===== src/rtl/ippcrc_pkg.sv =====
// Shared CRC-32 definitions: FSM encoding, polynomial constants and a
// reflected (LSB-first) byte step used by both combinational cores.
package ippcrc_pkg;

  typedef enum logic [1:0] {
    ST_IDLE = 2'd0,
    ST_RUN  = 2'd1,
    ST_TAIL = 2'd2,
    ST_DONE = 2'd3
  } state_e;

  localparam logic [31:0] CRC32_POLY       = 32'h04C11DB7;
  // Bit-reversed CRC32_POLY; the register is kept in reflected order.
  localparam logic [31:0] CRC32_POLY_REFL  = 32'hEDB88320;
  localparam logic [31:0] CRC32_INIT_DEF   = 32'hFFFFFFFF;
  localparam logic [31:0] CRC32_XOROUT_DEF = 32'hFFFFFFFF;
  localparam logic [31:0] CRC32_RESIDUE    = 32'hC704DD7B;

  function automatic logic [31:0] crc32_byte(input logic [31:0] ci,
                                             input logic [7:0]  d);
    logic [31:0] c;
    c = ci ^ {24'h0, d};
    for (int i = 0; i < 8; i++)
      c = c[0] ? ((c >> 1) ^ CRC32_POLY_REFL) : (c >> 1);
    return c;
  endfunction

endpackage


===== src/rtl/ippcrc_crc32_8b.sv =====
// Combinational CRC-32 over a single byte, same bit order as the 96-bit core.
module ippcrc_crc32_8b
  import ippcrc_pkg::*;
(
  input  logic [31:0] ci,
  input  logic [7:0]  di,
  output logic [31:0] co
);

  always_comb co = crc32_byte(ci, di);

endmodule


===== src/rtl/ippcrc_crc32_96b.sv =====
// Combinational CRC-32 over a 12-byte word; byte 0 sits in di[95:88].
module ippcrc_crc32_96b
  import ippcrc_pkg::*;
(
  input  logic [31:0] ci,
  input  logic [95:0] di,
  output logic [31:0] co
);

  always_comb begin
    co = ci;
    for (int k = 0; k < 12; k++)
      co = crc32_byte(co, di[95-8*k -: 8]);
  end

endmodule


===== src/rtl/ippcrc_crc32_frm96.sv =====
// Framed CRC-32 over 96-bit words: full words go through the 96-bit core in
// one cycle, a partial last word is folded one byte per cycle in TAIL.
module ippcrc_crc32_frm96
  import ippcrc_pkg::*;
#(
  parameter logic [31:0] CRC_INIT   = CRC32_INIT_DEF,
  parameter logic [31:0] CRC_XOROUT = CRC32_XOROUT_DEF
) (
  input  logic        clk,
  input  logic        rst_n,
  input  logic        di_vld,
  output logic        di_rdy,
  input  logic        di_sop,
  input  logic        di_eop,
  input  logic [3:0]  di_nbyte,
  input  logic [95:0] di,
  output logic        crc_vld,
  output logic [31:0] crc,
  output logic        crc_err
);

  state_e      state_q, state_d;
  logic [31:0] crc_q, crc_d;
  logic [95:0] tail_q, tail_d;
  logic [3:0]  tcnt_q, tcnt_d;
  logic [31:0] crco_q, crco_d;
  logic        vld_q, vld_d;
  logic        err_q, err_d;
  logic        rdy_en_q;

  logic        xfer, nb_big, nb_full;
  logic [31:0] core_ci, c96, c8;

  // Held low through reset and for the cycle of release.
  assign di_rdy  = rdy_en_q & ((state_q == ST_IDLE) | (state_q == ST_RUN));
  assign xfer    = di_vld & di_rdy;
  assign nb_big  = di_nbyte > 4'd12;
  assign nb_full = (di_nbyte == 4'd0) | (di_nbyte >= 4'd12);
  assign core_ci = ((state_q == ST_IDLE) | di_sop) ? CRC_INIT : crc_q;

  assign crc_vld = vld_q;
  assign crc     = crco_q;
  assign crc_err = err_q;

  ippcrc_crc32_96b u_core96 (
    .ci (core_ci),
    .di (di),
    .co (c96)
  );

  ippcrc_crc32_8b u_core8 (
    .ci (crc_q),
    .di (tail_q[95:88]),
    .co (c8)
  );

  always_comb begin
    state_d = state_q;
    crc_d   = crc_q;
    tail_d  = tail_q;
    tcnt_d  = tcnt_q;
    crco_d  = crco_q;
    vld_d   = 1'b0;
    err_d   = 1'b0;
    case (state_q)
      ST_IDLE, ST_RUN: begin
        if (xfer) begin
          if ((state_q == ST_IDLE) && !di_sop) begin
            err_d = 1'b1;
          end else begin
            // A sop while already in a frame aborts it and restarts here.
            err_d = (state_q == ST_RUN) && di_sop;
            if (!di_eop) begin
              crc_d   = c96;
              state_d = ST_RUN;
            end else if (nb_full) begin
              err_d   = err_d | nb_big;
              crc_d   = c96;
              crco_d  = c96 ^ CRC_XOROUT;
              vld_d   = 1'b1;
              state_d = ST_DONE;
            end else begin
              crc_d   = core_ci;
              tail_d  = di;
              tcnt_d  = di_nbyte;
              state_d = ST_TAIL;
            end
          end
        end
      end
      ST_TAIL: begin
        crc_d  = c8;
        tail_d = {tail_q[87:0], 8'h00};
        tcnt_d = tcnt_q - 4'd1;
        if (tcnt_q == 4'd1) begin
          crco_d  = c8 ^ CRC_XOROUT;
          vld_d   = 1'b1;
          state_d = ST_DONE;
        end
      end
      ST_DONE: begin
        crc_d   = CRC_INIT;
        state_d = ST_IDLE;
      end
      default: state_d = ST_IDLE;
    endcase
  end

  always_ff @(posedge clk or negedge rst_n) begin
    if (!rst_n) begin
      state_q  <= ST_IDLE;
      crc_q    <= CRC_INIT;
      tail_q   <= '0;
      tcnt_q   <= '0;
      crco_q   <= '0;
      vld_q    <= 1'b0;
      err_q    <= 1'b0;
      rdy_en_q <= 1'b0;
    end else begin
      state_q  <= state_d;
      crc_q    <= crc_d;
      tail_q   <= tail_d;
      tcnt_q   <= tcnt_d;
      crco_q   <= crco_d;
      vld_q    <= vld_d;
      err_q    <= err_d;
      rdy_en_q <= 1'b1;
    end
  end

endmodule


===== config.mk =====
export PLATFORM = sky130hd
export DESIGN_NAME = ippcrc_crc32_frm96
export DESIGN_NICKNAME = d
export VERILOG_FILES = /design/src/rtl/ippcrc_pkg.sv /design/src/rtl/ippcrc_crc32_8b.sv /design/src/rtl/ippcrc_crc32_96b.sv /design/src/rtl/ippcrc_crc32_frm96.sv
export SDC_FILE = /design/constraint.sdc
export NUM_CORES = 1
export LEC_CHECK = 0
export CAP_MARGIN = 20
export CORE_MARGIN = 2
export CORE_UTILIZATION = 60
export CTS_CLUSTER_DIAMETER = 120
export DETAILED_ROUTE_END_ITERATION = 8
export DONT_BUFFER_PORTS = 1
export PLACE_DENSITY = 0.82
export REMOVE_ABC_BUFFERS = 1
export SETUP_SLACK_MARGIN = 0.5
export SLEW_MARGIN = 5
export SYNTH_ARGS = -nofsm -noshare
export SYNTH_HDL_FRONTEND = slang
export SYNTH_HIERARCHICAL = 1
export SYNTH_SLANG_ARGS = --single-unit

===== constraint.sdc =====
create_clock -name clk -period 11.75 [get_ports clk]
set_input_delay 1.175 -clock clk [delete_from_list [all_inputs] [get_ports clk]]
set_output_delay 1.175 -clock clk [all_outputs]
set_load 0.01 [all_outputs]

==> metrics.md <==
| Metric | Value |
|---|---|
| Vias | `13550` |
| Syn avg cell area | `11.90 µm²` |
| Iter 0 DRT Violations | `1555` |
| Largest net degree at the start of global routing | `170` |
| Depth of the CTS H-tree | `4` |
| R2R depth | `24` |
| WL final | `59.09 mm` |
| Initial antenna violation count | `0` |
| Final worst setup slack | `831.8 ps` |
| CP max stage delay | `730 ps` |
| DR top layer | `met4` |
| Chip Height | `190.3 µm` |
| Clock Skews | `13.72 ps` |
| Synth Flop Type | `dfrtp_1` |
| Cells after Synth | `1751` |
| Setup violations, final | `0` |
| CTS tree | `yes` |
| Worst-margin pin slew | `1194 ps` |
| First-pass GRT wire length | `87.90 mm` |
| Clock Latency Late Sink | `470 ps` |
| Top cell type's share of synthesized area | `23.46%` |
| Seq/Total Area, Yosys | `20.50%` |
| Max_cap viols | `0` |
| Post-Synth XOR/XNOR Area | `60.57%` |
| FF+latch count, synth | `169` |
| Setup CP Type | `input pin to register` |
| DRT met1 WL | `23.98 mm` |
| Setup TNS Final | `0 ps` |
| Pre-CTS WS | `411.8 ps` |
| Setup Buffers After CTS | `0` |
| DRC errors left | `0` |
| Post-synthesis simple-gate area fraction | `5.082%` |
| Count of final hold-check violations | `0` |
| Wire length on met2 | `27.26 mm` |
| Worst Path Required | `12110 ps` |
| Post-synth EDFFs | `0` |
| Clock transition at the registers of the reported paths | `80 ps` |
| Max clock buf depth | `2` |
| Routed Antenna Nets | `0` |
| HPWL Detailed | `45.94 mm` |
| Fraction of registers with async set/reset | `100.0%` |
| Critical path's slowest cell | `xnor3_1` |
| Final min period | `10920 ps` |
| Die W | `190.3 µm` |
| GPL Wtd Cong | `0.9789` |
| 1st-pass router iterations | `7` |
| ANT cells | `0` |
| Layout cells sized above 1 | `16.16%` |
| Max-slew violations | `0` |
| Met3 Routed Length | `5.419 mm` |
| RSZ-0062 raised after global routing | `no` |
| Adder-Cell Fraction of Synth Area | `0.1201%` |
| Warnings from Yosys | `6` |
| CP arrival | `11280 ps` |
| Post-synthesis compound-gate area fraction | `6.740%` |
| CP Launch Type | `input pin` |
| # port buffers | `0` |
| Status | `finished clean` |
| Congestion Overflow GR | `0` |
| Fin crit share | `92.92%` |
| Biggest area consumer among synthesized cells | `xnor3_1` |
| Core area | `34370 µm²` |
| Clk sinks | `169` |
| CP Capture Type | `register` |
| Initial Util | `60.60%` |
| Worst path cell trace | `o21bai_1, buf_4, or2_2, xor2_2, xnor3_1, xnor2_2, xnor3_1, xnor2_1, xnor3_1, xnor3_1, xnor2_1, xnor2_2, xnor3_1, xor3_1, xnor3_1, xnor3_1, xnor3_1, xnor3_2, xnor3_1, xnor3_1, xnor2_1, xor2_1, mux2i_1, mux2_4` |
| Worst slew margin | `20.43%` |
| Global Route Usage Sum | `33.18%` |
| Synth top area cells | `xnor3_1 (23%), dfrtp_1 (16%), xnor2_1 (16%)` |
| Area grow syn2layout | `5.449%` |
| Critical path peak fanout | `32` |
| Nets | `1839` |
| Inserted Clock Buffers | `17` |
| R2r setup slk | `1010 ps` |
| Netlist cell types | `45` |
| Vias per std cell | `6.161` |
| # rows | `68` |
| Fmax achieved | `91.59 MHz` |
| CTS root buffer | `clkbuf_16` |
| Routed wire per std cell | `26.86 µm` |
| I/O Pins | `140` |
| Most used cell, CP | `xnor3_1` |
| Hold crit path type | `input pin to async pin` |
| DIE AREA | `36220 µm²` |
| Largest family of logic cells by synthesized area | `XOR/XNOR gates` |
| Synthesized cell area | `20830 µm²` |
| Multiplexer area fraction after synthesis | `5.328%` |
| Vias in the first global route | `13620` |
-- worst paths after layout --
path | from | to
worst max-delay path | di_sop | crc[22]
worst min-delay path | rst_n | crc[9]
worst max register to register | state_q[1] | crc[22]
worst min register to register | tail_q[38] | tail_q[38]
max in group asynchronous | rst_n | tail_q[37]
min in group clk | tail_q[38] | tail_q[38]
-- synthesized netlist by cell type (2+ instances only) --
| cell | n |
|---|---|
| o211ai_1 | 3 |
| nor2b_1 | 3 |
| xor2_2 | 23 |
| buf_1 | 13 |
| xor2_1 | 154 |
| xor3_2 | 9 |
| or4_1 | 2 |
| xnor2_1 | 385 |
| nand3_1 | 4 |
| xnor2_2 | 30 |
| dfstp_2 | 32 |
| mux2_2 | 3 |
| nand2_1 | 110 |
| nor2_1 | 90 |
| buf_2 | 22 |
| clkbuf_1 | 34 |
| or2_2 | 32 |
| dfrtp_1 | 137 |
| a31oi_1 | 2 |
| xor2_4 | 10 |
| inv_1 | 3 |
| a21oi_1 | 219 |
| xnor2_4 | 13 |
| nand2b_1 | 3 |
| xnor3_1 | 217 |
| buf_6 | 4 |
| mux2i_1 | 64 |
| o21ai_0 | 2 |
| xor3_1 | 29 |
| ha_1 | 2 |
| o22ai_1 | 32 |
| mux2_4 | 29 |
| xnor3_2 | 24 |
-- cells by family after synthesis --
| logic type | count (synthesis) |
|---|---|
| adder cells (fa/ha/maj) | 2 |
| flip-flops | 169 |
| buffers and inverters | 76 |
| other | 1 |
| XOR/XNOR | 895 |
| AND/OR/NAND/NOR | 248 |
| AO/OA/AOI/OAI | 264 |
| multiplexers | 96 |
-- registers in the layout, indices dropped and copies added (netlist names) --
| name | cells |
|---|---|
| crc | 32 |
| crc_err | 1 |
| crc_q | 32 |
| crc_vld | 1 |
| rdy_en_q | 1 |
| state_q | 2 |
| tail_q | 96 |
| tcnt_q | 4 |
-- placed cells by master (no fill, tap or decap), types with 30 or more instances in the layout --
cell type	count
dfrtp_1	137
xnor2_2	30
nand2_1	110
mux2i_1	64
or2_2	32
a21oi_1	219
xnor2_1	385
buf_4	35
xnor3_1	216
o22ai_1	32
xor2_1	153
nor2_1	89
dfstp_2	32
-- stage by stage --
step	util, %	hold WS [ps]	cells	area (µm²)
global route	63.90	395.4	2200	21960
global placement	62.11	500.0	2168	21350
floorplan	-	479.4	1678	20500
CTS	63.87	384.5	2200	21950
finish	63.90	408.8	2200	21960
detailed placement	62.11	511.5	2168	21350
-- layer usage --
layer	GRT usage, %	vias up
li1	-	5889
met1	45.50	6813
met2	51.51	713
met3	7.656	139
met4	12.76	0
met5	0	-
-- cell type report --
type                    instances  area [µm²]
clock buffers                  18       439.2
clock inverters                14       165.2
fillers                      2702       12410
inverters                       3       11.26
multi-input cells            1506       16250
flip-flops and latches        169        4269
well taps                     455       569.3
repair buffers                 35       262.8
-- timing repair --
| action | in CTS | in global routing |
|---|---|---|
| setup endpoints to repair | 0 | 3 |
| endpoints found under the hold margin | 0 | 0 |
| resized for setup | 0 | 2 |
| hold buffers | 0 | 0 |
-- critical path: cells and delay by family --
kind / cells / cell delay [ps]
AO/OA/AOI/OAI: 1 / 130
XOR/XNOR: 19 / 8920
buffers and inverters: 1 / 240
multiplexers: 2 / 420
AND/OR/NAND/NOR: 1 / 360
Power is not shown: default switching activity piles up to over one toggle a cycle in this logic, so the estimate is an artifact.
